$ cat config.mk
export PLATFORM = sky130hd
export DESIGN_NAME = tdm_demux3
export DESIGN_NICKNAME = d
export VERILOG_FILES = /design/src/rtl/tdm_demux3_pkg.sv /design/src/rtl/tdm_demux3_lane.sv /design/src/rtl/tdm_demux3.sv
export SDC_FILE = /design/constraint.sdc
export NUM_CORES = 1
export LEC_CHECK = 0
export BUFFER_PORTS_ARGS = -buffer_cell sky130_fd_sc_hd__buf_2
export CELL_PAD_IN_SITES_DETAIL_PLACEMENT = 1
export CELL_PAD_IN_SITES_GLOBAL_PLACEMENT = 2
export CORE_MARGIN = 2
export CORE_UTILIZATION = 36
export CTS_CLUSTER_DIAMETER = 30
export CTS_CLUSTER_SIZE = 14
export DETAILED_ROUTE_END_ITERATION = 8
export GPL_TIMING_DRIVEN = 1
export PLACE_DENSITY_LB_ADDON = 0.1
export SLEW_MARGIN = 10
export SYNTH_ARGS = -nofsm -noshare
export SYNTH_HDL_FRONTEND = slang
export SYNTH_SLANG_ARGS = --single-unit
$ cat constraint.sdc
create_clock -name clk -period 1.8 [get_ports clk]
set_input_delay 0.18 -clock clk [delete_from_list [all_inputs] [get_ports clk]]
set_output_delay 0.18 -clock clk [all_outputs]
set_load 0.05 [all_outputs]
$ cat src/rtl/tdm_demux3_pkg.sv
// Shared types, slot constants and helpers for the 3-channel TDM demultiplexer.
// Defining TDM_DEMUX3_PARITY_EN adds a trailing even-parity bit to every channel word.
package tdm_demux3_pkg;

    typedef enum logic {
        HUNT = 1'b0,
        RUN  = 1'b1
    } state_t;

    localparam logic [1:0] SLOT_CH0 = 2'b00;
    localparam logic [1:0] SLOT_CH1 = 2'b01;
    localparam logic [1:0] SLOT_CH2 = 2'b10;

`ifdef TDM_DEMUX3_PARITY_EN
    localparam int unsigned PAR_BITS = 1;
`else
    localparam int unsigned PAR_BITS = 0;
`endif

    // Next slot in the 0,1,2 rotation; 3 is never produced.
    function automatic logic [1:0] slot_inc(input logic [1:0] s);
        return (s == SLOT_CH2) ? SLOT_CH0 : s + 2'd1;
    endfunction

endpackage

$ cat src/rtl/tdm_demux3_lane.sv
// One demultiplexer lane: deserializer, bit counter, holding register with
// valid/ready, sticky overflow and (with TDM_DEMUX3_PARITY_EN) a parity check.
module tdm_demux3_lane
    import tdm_demux3_pkg::*;
#(
    parameter int unsigned WIDTH     = 8,
    parameter int unsigned MSB_FIRST = 1
) (
    input  logic             clk,
    input  logic             rst_n,
    input  logic             bit_en,
    input  logic             restart,
    input  logic             din,
    input  logic             rdy,
    input  logic             ovf_clr,
    output logic [WIDTH-1:0] dout,
    output logic             vld,
    output logic             ovf
`ifdef TDM_DEMUX3_PARITY_EN
    ,
    output logic             perr
`endif
);

    localparam int unsigned NBITS = WIDTH + PAR_BITS;
    localparam int unsigned CW    = $clog2(NBITS + 1);

    logic [WIDTH-1:0] sr;
    logic [WIDTH-1:0] sr_base;
    logic [WIDTH-1:0] sr_next;
    logic [WIDTH-1:0] word;
    logic [CW-1:0]    cnt;
    logic [CW-1:0]    cnt_base;
    logic             data_bit;
    logic             complete;
    logic             ovf_set;

    // A restart makes the current bit (if any) the first bit of a fresh word.
    always_comb begin
        cnt_base = restart ? '0 : cnt;
        sr_base  = restart ? '0 : sr;
        if (MSB_FIRST != 0) begin
            sr_next = {sr_base[WIDTH-2:0], din};
        end else begin
            sr_next = {din, sr_base[WIDTH-1:1]};
        end
        data_bit = (cnt_base < CW'(WIDTH));
        complete = bit_en && (cnt_base == CW'(NBITS - 1));
        ovf_set  = complete && vld && !rdy;
`ifdef TDM_DEMUX3_PARITY_EN
        word = sr_base;
`else
        word = sr_next;
`endif
    end

    always_ff @(posedge clk or negedge rst_n) begin
        if (!rst_n) begin
            sr  <= '0;
            cnt <= '0;
        end else if (bit_en) begin
            sr  <= data_bit ? sr_next : sr_base;
            cnt <= complete ? '0 : cnt_base + CW'(1);
        end else if (restart) begin
            sr  <= '0;
            cnt <= '0;
        end
    end

`ifdef TDM_DEMUX3_PARITY_EN
    logic par;
    logic par_base;

    assign par_base = restart ? 1'b0 : par;

    // Running XOR of all word bits; odd total at the parity bit means error.
    always_ff @(posedge clk or negedge rst_n) begin
        if (!rst_n) begin
            par  <= 1'b0;
            perr <= 1'b0;
        end else begin
            if (bit_en) begin
                par <= complete ? 1'b0 : (par_base ^ din);
            end else if (restart) begin
                par <= 1'b0;
            end
            if (complete && !ovf_set) begin
                perr <= par_base ^ din;
            end
        end
    end
`endif

    // Holding register: a completed word is dropped only if the old one is not taken.
    always_ff @(posedge clk or negedge rst_n) begin
        if (!rst_n) begin
            dout <= '0;
            vld  <= 1'b0;
            ovf  <= 1'b0;
        end else begin
            ovf <= (ovf & ~ovf_clr) | ovf_set;
            if (complete && !ovf_set) begin
                dout <= word;
                vld  <= 1'b1;
            end else if (vld && rdy) begin
                vld <= 1'b0;
            end
        end
    end

endmodule

$ cat src/rtl/tdm_demux3.sv
// 1:3 bit-interleaved TDM demultiplexer: frame-alignment FSM and slot counter
// steering bits into three deserializing lanes. TDM_DEMUX3_PARITY_EN adds perr.
module tdm_demux3
    import tdm_demux3_pkg::*;
#(
    parameter int unsigned WIDTH     = 8,
    parameter int unsigned MSB_FIRST = 1
) (
    input  logic             clk,
    input  logic             rst_n,
    input  logic             din,
    input  logic             din_valid,
    input  logic             frame_sync,
    output logic [1:0]       slot,
    output logic             locked,
    output logic [WIDTH-1:0] dout0,
    output logic [WIDTH-1:0] dout1,
    output logic [WIDTH-1:0] dout2,
    output logic             vld0,
    output logic             vld1,
    output logic             vld2,
    input  logic             rdy0,
    input  logic             rdy1,
    input  logic             rdy2,
    output logic [2:0]       ovf,
    input  logic             ovf_clr
`ifdef TDM_DEMUX3_PARITY_EN
    ,
    output logic [2:0]       perr
`endif
);

    state_t     state;
    logic       sync;
    logic [2:0] lane_en;

    assign sync = din_valid & frame_sync;

    // A qualified sync always lands in channel 0 regardless of the current slot.
    always_comb begin
        lane_en = 3'b000;
        if (sync) begin
            lane_en = 3'b001;
        end else if (din_valid && state == RUN) begin
            case (slot)
                SLOT_CH0: lane_en = 3'b001;
                SLOT_CH1: lane_en = 3'b010;
                SLOT_CH2: lane_en = 3'b100;
                default:  lane_en = 3'b000;
            endcase
        end
    end

    always_ff @(posedge clk or negedge rst_n) begin
        if (!rst_n) begin
            state  <= HUNT;
            slot   <= SLOT_CH0;
            locked <= 1'b0;
        end else if (sync) begin
            state  <= RUN;
            slot   <= SLOT_CH1;
            locked <= 1'b1;
        end else if (din_valid && state == RUN) begin
            slot <= slot_inc(slot);
        end
    end

    tdm_demux3_lane #(.WIDTH(WIDTH), .MSB_FIRST(MSB_FIRST)) u_lane0 (
        .clk     (clk),
        .rst_n   (rst_n),
        .bit_en  (lane_en[0]),
        .restart (sync),
        .din     (din),
        .rdy     (rdy0),
        .ovf_clr (ovf_clr),
        .dout    (dout0),
        .vld     (vld0),
        .ovf     (ovf[0])
`ifdef TDM_DEMUX3_PARITY_EN
        ,
        .perr    (perr[0])
`endif
    );

    tdm_demux3_lane #(.WIDTH(WIDTH), .MSB_FIRST(MSB_FIRST)) u_lane1 (
        .clk     (clk),
        .rst_n   (rst_n),
        .bit_en  (lane_en[1]),
        .restart (sync),
        .din     (din),
        .rdy     (rdy1),
        .ovf_clr (ovf_clr),
        .dout    (dout1),
        .vld     (vld1),
        .ovf     (ovf[1])
`ifdef TDM_DEMUX3_PARITY_EN
        ,
        .perr    (perr[1])
`endif
    );

    tdm_demux3_lane #(.WIDTH(WIDTH), .MSB_FIRST(MSB_FIRST)) u_lane2 (
        .clk     (clk),
        .rst_n   (rst_n),
        .bit_en  (lane_en[2]),
        .restart (sync),
        .din     (din),
        .rdy     (rdy2),
        .ovf_clr (ovf_clr),
        .dout    (dout2),
        .vld     (vld2),
        .ovf     (ovf[2])
`ifdef TDM_DEMUX3_PARITY_EN
        ,
        .perr    (perr[2])
`endif
    );

endmodule
==> run metrics <==
Async S/R FF share, synth=between 90% and 100%; root buf cell=clkbuf_8; GR Overflow Total=0; pwr dens=969 mW/mm2; Top Ports=between 40 and 50; net switching power=0.000937 W; post-CTS setup buffers=0; number of global-route vias before repair=2279; dpl cell area=0.00336 mm2; R2R Setup Slk=0.20 ns; layout cells sized above 1=27.6%; synth warn=0; Slew @ Worst Pin=0.527 ns; DIE AREA=0.00889 mm2; Seq pwr share=between 40% and 50%; pin count of the biggest net entering global routing=29; DRC viols=0; initial antenna violation count=0; Rows=32; kind of end point of the critical path=register; max_cap viols=0; Post-CTS Resized=0; RSZ-0062 raised after global routing=no; Tmin final=1.60 ns; number of DRC markers in iteration 0=50; DP Wirelength=4.80 mm; CP max-delay cell=dfrtp_2; cts-stage hold buffer count=1; register area share after synthesis=56.3%; max-slew violation count=0; Post-Syn Instances=275; met1 Use GR=between 20% and 30%; core region area=about 0.008 mm2; clk_lat worst skew=0.34 ns; final-stage net count=roughly 340; initial core utilization=37.6%; Hold Crit Class=primary input to register; relative slew slack=64.6%; Hold Startpoint=ovf_clr; routability cong.=between 0.7 and 0.8; Clock power frac=40.0%; Crit Path Class=register to register; Int Power=0.00253 W; GR Util met2=27.3%; RR Startpoint=slot[1]$_DFFE_PN0P_; Min-Delay Path Depth=2; critical-path cell list=nor4b_1 -> o21ai_1 -> mux2_2; LEAKAGE=1.83 nW; Layout fillers=885; Die X-Extent=about 94 um; Final TNS setup=0 ns; final worst-path cycle share=89.1%; Final setup viols=0; Clock Tree Buf Depth=2; first-pass GRT wire length=approximately 12 mm; Post-synth EDFFs=0; antenna diode count=0; Reg2Reg Depth=3; CTS clk-pin slew, worst paths=0.08 ns; Global Route Usage Sum=17.3%; CTS tree=done; Worst EP arrival=1.84 ns; synthesized area=0.00294 mm2; IO buf count=41; commonest cells after routing, fill and taps aside=nand2_1 (63), dfrtp_1 (63), buf_2 (41); H-tree depth=3; met3 Usage GRT=3.37%; design area=0.00358 mm2; vias per cell=4.84; CTS Buf Count=9; outcome=complete, no violations; Syn Nets=287; Final ANT Viol Nets=0; final clock skew=0.00914 ns; combinational power share=between 10 and 15%; CP peak stage delay=0.49 ns; Clock Sinks=66; Yosys cell types=38; Setup crit start kind=register; hold slack final=0.0645 ns; Vias=roughly 2100; f_max=624 MHz; worst vdd ir=approximately 360 uV; #FFs+latches synth=66; WHS Endpoint=u_lane0.ovf$_DFF_PN0_; Sw Ratio=between 20% and 30%; worst-path fanout max=9; worst r2r dst=u_lane0.sr[0]$_DFF_PN0_; area delta synth->final=22.0%; Synth Flop Type=dfrtp_1; GR peak layer=met2; DR WL/cell=15.1 um; syn avg cell area=between 10 and 15 um2; WP data required=around 2 ns; DRT Pass-1 Iters=4; Routed WL=6.62 mm; Die Span Y=94.3 um; final hold viol count=0; total power=0.00347 W
## cells by family after synthesis
group,count (synthesis),share of synthesized area (%)
AO/OA/AOI/OAI,40,8.23
XOR/XNOR,3,0.895
adder cells (fa/ha/maj),3,1.28
buffers and inverters,31,4.99
flip-flops,66,56.3
multiplexers,24,8.82
AND/OR/NAND/NOR,108,19.5
## per-layer routing
metal | part of all wire, % | routed length (um)
met1 | 48 | 3160
met2 | 47 | 3130
met3 | 2.8 | 186
met4 | 2.0 | 134
met5 | 0 | 0
## state kept, by name, indices dropped and copies added (netlist names)
register      flops
slot              2
state             1
u_lane0.cnt       4
u_lane0.dout      8
u_lane0.ovf       1
u_lane0.sr        7
u_lane0.vld       1
u_lane1.cnt       4
u_lane1.dout      8
u_lane1.ovf       1
u_lane1.sr        7
u_lane1.vld       1
u_lane2.cnt       4
u_lane2.dout      8
u_lane2.ovf       1
u_lane2.sr        7
u_lane2.vld       1
## worst max-delay path: cells and delay by family (launching register included)
kind,cells,cell delay [ns]
DFF,1,0.49
muxes,1,0.33
AOI/OAI and AO/OA,1,0.26
and+or+nand+nor,1,0.43
## stage by stage
step	cells	utilization, %	setup WS [ns]
global placement	422	43.0	0.157
detailed placement	422	43.0	0.0970
global route	439	45.9	0.0914
floorplan	275	-	0.000726
CTS	439	45.9	0.179
finish	439	45.9	0.197
## how the worst max path moves through the flow
| stage | startpoint | slack (ns) | end |
|---|---|---|---|
| after floorplan | din_valid | 0.0007 | u_lane0.dout[1]$_DFFE_PN0P_ |
| after global placement | frame_sync | 0.16 | u_lane1.dout[7]$_DFFE_PN0P_ |
| after detailed placement | frame_sync | 0.1 | u_lane0.dout[5]$_DFFE_PN0P_ |
| after CTS | slot[1]$_DFFE_PN0P_ | 0.18 | u_lane0.sr[0]$_DFF_PN0_ |
| after global routing | u_lane0.cnt[1]$_DFF_PN0_ | 0.09 | u_lane0.dout[5]$_DFFE_PN0P_ |
| final | slot[1]$_DFFE_PN0P_ | 0.20 | u_lane0.sr[0]$_DFF_PN0_ |
## area by class of cell
type | instances | area [um2] | share of cell area [%]
flip-flops and latches | 66 | 1660 | 46.2
multi-input cells | 178 | 1160 | 32.5
repair buffers | 58 | 348 | 9.71
clock buffers | 10 | 128 | 3.56
well taps | 102 | 128 | 3.56
clock inverters | 6 | 88.8 | 2.48
inverters | 19 | 71.3 | 1.99
## Yosys cell counts (all sizes together), types with 2 or more instances
library cell / count / area (um2)
nor2: 7 / 28.8
inv: 19 / 71.3
nand4: 3 / 48.8
a21oi: 6 / 30.0
a22o: 8 / 70.1
and2: 6 / 37.5
nand3: 6 / 30.0
nor3: 3 / 26.3
nor3b: 2 / 26.3
nand2b: 6 / 37.5
mux2i: 15 / 150
a21boi: 2 / 15.0
o22ai: 4 / 25.0
or3: 2 / 12.5
nand2: 64 / 240
xor2: 2 / 17.5
dfrtp: 66 / 1650
clkbuf: 6 / 22.5
o21ai: 19 / 95.1
ha: 3 / 37.5
nor4b: 2 / 17.5
mux2: 9 / 109
buf: 6 / 52.6
and3b: 2 / 17.5
## power by group through the flow
| stage | Combinational, W | Sequential [W] | Clock (W) |
|---|---|---|---|
| 2_1_floorplan | 0.000259 | 0.00171 | 0 |
| 3_3_place_gp | 0.000443 | 0.00167 | 0 |
| 3_5_place_dp | 0.000453 | 0.00167 | 0 |
| 4_1_cts | 0.000456 | 0.00164 | 0.00143 |
| 5_1_grt | 0.000509 | 0.00165 | 0.00149 |
| 6_report | 0.000444 | 0.00164 | 0.00139 |
No activity file was read; power rests on OpenSTA's default activity.
